`src/rtl/usuario_panel.sv`:
```
// usuario_panel: push-button edge detection, saturating 4-bit selection and
// an active-low LED display that is latched on each start press.
`default_nettype none

module usuario_panel (
  input  logic       clk,
  input  logic       rst_n,
  input  logic       inc_i,
  input  logic       dec_i,
  input  logic       start_i,
  output logic [3:0] leds
);

  typedef enum logic {IDLE = 1'b0, SHOW = 1'b1} state_t;

  state_t     state_q, state_d;
  logic       inc_q, dec_q, start_q;
  logic [3:0] sel_q, sel_d;
  logic [3:0] shown_q, shown_d;
  logic [3:0] leds_q, leds_d;
  logic       inc_ev, dec_ev, start_ev;

  assign inc_ev   = inc_i & ~inc_q;
  assign dec_ev   = dec_i & ~dec_q;
  assign start_ev = start_i & ~start_q;

  always_comb begin
    sel_d = sel_q;
    if (inc_ev && !dec_ev && sel_q != 4'hF)
      sel_d = sel_q + 4'd1;
    else if (dec_ev && !inc_ev && sel_q != 4'h0)
      sel_d = sel_q - 4'd1;
  end

  // A start in the same cycle as inc/dec captures the pre-update selection.
  always_comb begin
    state_d = state_q;
    shown_d = shown_q;
    if (start_ev) begin
      state_d = SHOW;
      shown_d = sel_q;
    end
    leds_d = (state_d == SHOW) ? ~shown_d : 4'b1111;
  end

  always_ff @(posedge clk or negedge rst_n) begin
    if (!rst_n) begin
      state_q <= IDLE;
      inc_q   <= 1'b0;
      dec_q   <= 1'b0;
      start_q <= 1'b0;
      sel_q   <= 4'h0;
      shown_q <= 4'h0;
      leds_q  <= 4'b1111;
    end else begin
      state_q <= state_d;
      inc_q   <= inc_i;
      dec_q   <= dec_i;
      start_q <= start_i;
      sel_q   <= sel_d;
      shown_q <= shown_d;
      leds_q  <= leds_d;
    end
  end

  assign leds = leds_q;

endmodule

`default_nettype wire

```
`config.mk`:
```
export PLATFORM = sky130hd
export DESIGN_NAME = usuario_panel
export DESIGN_NICKNAME = d
export VERILOG_FILES = /design/src/rtl/usuario_panel.sv
export SDC_FILE = /design/constraint.sdc
export NUM_CORES = 1
export LEC_CHECK = 0
export ABC_CLOCK_PERIOD_IN_PS = 2000
export CORE_MARGIN = 2
export CORE_UTILIZATION = 50
export DETAILED_ROUTE_END_ITERATION = 8
export DONT_BUFFER_PORTS = 1
export PLACE_DENSITY = 0.78
export SLEW_MARGIN = 20
export SYNTH_ARGS = -nofsm -noshare
export SYNTH_HDL_FRONTEND = slang
export SYNTH_SLANG_ARGS = --single-unit
```
`constraint.sdc`:
```
create_clock -name clk -period 2 [get_ports clk]
set_input_delay 0.4 -clock clk [delete_from_list [all_inputs] [get_ports clk]]
set_output_delay 0.4 -clock clk [all_outputs]
set_load 0.05 [all_outputs]
```
==> flow_summary.json, run 1 <==
{
  "cp_data_required_time_ns": 2.20,
  "clkPwrFrac": 0.164,
  "die_h_um": 41.9,
  "io_pins": 9,
  "placement.io_buffers": 0,
  "chipWidth_um": 41.9,
  "n_antenna_cell": 0,
  "post_cts_buffers": 0,
  "crit_path_max_incr_delay_ns": 0.46,
  "p_int_uw": 779,
  "cts_sinks": 16,
  "p_switching_uw": 476,
  "wl_per_cell_um": 15.3,
  "path_delay_family": "flip-flops",
  "rows": 13,
  "path_cells": "nand4_1 -> nand3_2 -> ha_1 -> a21o_2 -> a21oi_1 -> mux2i_1 -> xor2_1",
  "synth-seq-cells": 16,
  "synth_nets": 58,
  "rsz0062_at_grt": "false",
  "final-hold-violation-count": 0,
  "die-area_um2": 1760,
  "synth_ff_type": "dfrtp_1",
  "synthesis.area_um2": 718,
  "firstDrtPassIters": 2,
  "antenna_found_initial": 0,
  "drive_gt1_frac": 0.431,
  "critPathKind": "flop to flop",
  "drv_cap": 0,
  "syn_area_per_cell_um2": 14.4,
  "overflow": 0,
  "finalCriticalPeriod_ns": 1.84,
  "cts_tree": "done",
  "yosysWarnings": 0,
  "start_kind": "flop",
  "vias": 413,
  "ff2ff_setup_slack_ns": 0.16,
  "syn_inst": 50,
  "p_leak_uw": 0.000345,
  "async_flop_share": 1.00,
  "fin_cells": 73,
  "ys_seq_area_frac": 0.564,
  "cts-root-buf": "clkbuf_4",
  "drv_slew": 0,
  "setup_violations": 0,
  "peakVddDrop_mv": 0.627,
  "end_kind": "flop",
  "drt_iter0_drc": 2,
  "drt_wl_total_mm": 1.12,
  "worstMarginPinSlew_ns": 0.676,
  "max_freq_mhz": 544,
  "hp-class": "input pin to flop",
  "grt_max_degree": 17,
  "gp_congestion": 0.854,
  "n_fill_cell": 107,
  "fp.coreArea_um2": 1320,
  "worstSkewPairLatency_ns": 0.28,
  "cts_buffers": 3,
  "cts-htree-levels": 1,
  "drc_errors": 0,
  "clk_pin_slew_ns": 0.09,
  "grt_pass1_vias": 405,
  "synth_edf_count": 0,
  "power_frac_seq": 0.567,
  "cts.path.max_buffers": 2,
  "postRouteAntennaNets": 0,
  "critPathSlowestCell": "dfrtp_1",
  "syn_to_final_growth_pct": 12.9,
  "powerDensity_nw_per_um2": 1550,
  "timing.final.crit_share": 0.919,
  "path_max_fanout": 5,
  "grt_first_pass_wirelength_mm": 1.90,
  "initial_core_util": 0.545,
  "fin_tns_setup_ns": 0,
  "skew_ns": 0.00654,
  "synth_cell_types": 24,
  "crit_arrival_ns": 2.04,
  "placed_cells": 68,
  "grtUsageTotal": 0.148,
  "dp_hpwl_um": 804,
  "p_comb_frac": 0.269,
  "slew_headroom": 0.548,
  "switching_share": 0.379,
  "nets": 67,
  "status": "completed",
  "path_buf_inv": 0,
  "viasPerCell": 5.66
}
-- final cells by class --
type / instances / area (µm²) / share of cell area
tap: 15 / 18.8 / 0.0231
sequential: 16 / 407 / 0.502
multi-input combinational: 33 / 309 / 0.381
timing repair buffer: 5 / 40.0 / 0.0494
clock buffer: 4 / 36.3 / 0.0448
-- logic make-up (layout without fill, tap and decap cells) --
kind of cell,after synthesis,in the layout,share of synthesized area
AND/OR/NAND/NOR,11,11,0.138
buffers and inverters,1,9,0.00522
flip-flops,16,16,0.564
adder cells (fa/ha/maj),3,3,0.0627
XOR/XNOR,4,4,0.0488
AO/OA/AOI/OAI,9,9,0.0836
multiplexers,6,6,0.0976
-- final timing paths --
path | depth (start not counted) | to | from
setup / recovery | 7 | sel_q[3] | sel_q[3]
hold / removal | 0 | dec_q | dec_i
setup reg to reg | 7 | sel_q[3] | sel_q[3]
hold reg to reg | 1 | leds[3] | shown_q[3]
max in group asynchronous | 1 | sel_q[0] | rst_n
min in group asynchronous | 1 | sel_q[1] | rst_n
-- timing repair --
| item | CTS | global route |
|---|---|---|
| endpoints found under the hold margin | 16 | 0 |
| hold buffers | 1 | 0 |
| resized for setup | 0 | 1 |
| endpoints found under the setup margin | 0 | 1 |
-- through the flow --
| step | instance area (µm²) | hold WS [ns] | power [µW] | utilization | setup slack (ns) |
|---|---|---|---|---|---|
| after floorplan | 718 | 0.104 | 947 | - | 0.0519 |
| after global placement | 763 | 0.105 | 1020 | 0.579 | 0.188 |
| after detailed placement | 763 | 0.105 | 1040 | 0.579 | 0.186 |
| after CTS | 810 | 0.133 | 1260 | 0.614 | 0.129 |
| after global routing | 811 | 0.115 | 1340 | 0.615 | 0.0475 |
| final | 811 | 0.139 | 1250 | 0.615 | 0.161 |
-- placed cells by master, fill, tap and decap left out --
| cell | instances |
|---|---|
| a21o_2 | 1 |
| ha_1 | 2 |
| clkbuf_4 | 3 |
| dfstp_2 | 4 |
| nand3_2 | 1 |
| dlygate4sd3_1 | 1 |
| dfrtp_1 | 11 |
| nor2b_1 | 3 |
| nand2_4 | 1 |
| o22ai_1 | 1 |
| mux2i_1 | 1 |
| mux2_4 | 1 |
| or2_2 | 1 |
| xor2_1 | 3 |
| dfrtp_2 | 1 |
| nand3b_4 | 1 |
| and2b_2 | 1 |
| fa_1 | 1 |
| nand4_1 | 1 |
| nand2b_1 | 1 |
| or4_4 | 1 |
| mux2_2 | 4 |
| a22oi_1 | 4 |
| o21ai_0 | 1 |
| xnor2_1 | 1 |
| clkbuf_8 | 1 |
| a21oi_1 | 2 |
| buf_4 | 4 |
-- power groups by stage --
stage / logic [µW] / registers, µW / clock network, µW
5_1_grt: 381 / 731 / 230
3_5_place_dp: 321 / 717 / 0
4_1_cts: 342 / 710 / 213
6_report: 337 / 711 / 206
2_1_floorplan: 248 / 698 / 0
3_3_place_gp: 311 / 711 / 0
-- worst register-to-register path: stages (launching register included) --
cell and delay [ns]:
dfrtp_1 0.46, nand4_1 0.17, nand3_2 0.09, ha_1 0.29, a21o_2 0.22, a21oi_1 0.17
mux2i_1 0.23, xor2_1 0.15
-- sequential cells by signal (all words and copies together) (netlist names) --
register / flops
start_q: 1
inc_q: 1
sel_q: 4
shown_q: 4
leds: 4
dec_q: 1
state_q: 1
-- metal layers --
layer	vias to the layer above	share of wire	track usage
li1	194	-	-
met1	211	0.46	0.192
met2	8	0.50	0.244
met3	0	0.035	0.0391
met4	0	0	0.0387
met5	-	0	0
-- Yosys cell counts, types with 2 or more instances --
cell     number  area, µm²
dfstp_2       4        105
xor2_1        3       26.3
ha_1          2       25.0
dfrtp_1      12        300
nor2b_1       3       18.8
a21oi_1       2       10.0
a22oi_1       4       30.0
mux2_2        4       45.0
Power figures use the tool's default switching activity.
==> run 2, diff against run 1 <==
- TNS_END_PERCENT: unset -> 30
==> results of run 2 <==
Same layout as run 1: the final DEF is identical, and so are final timing and power.
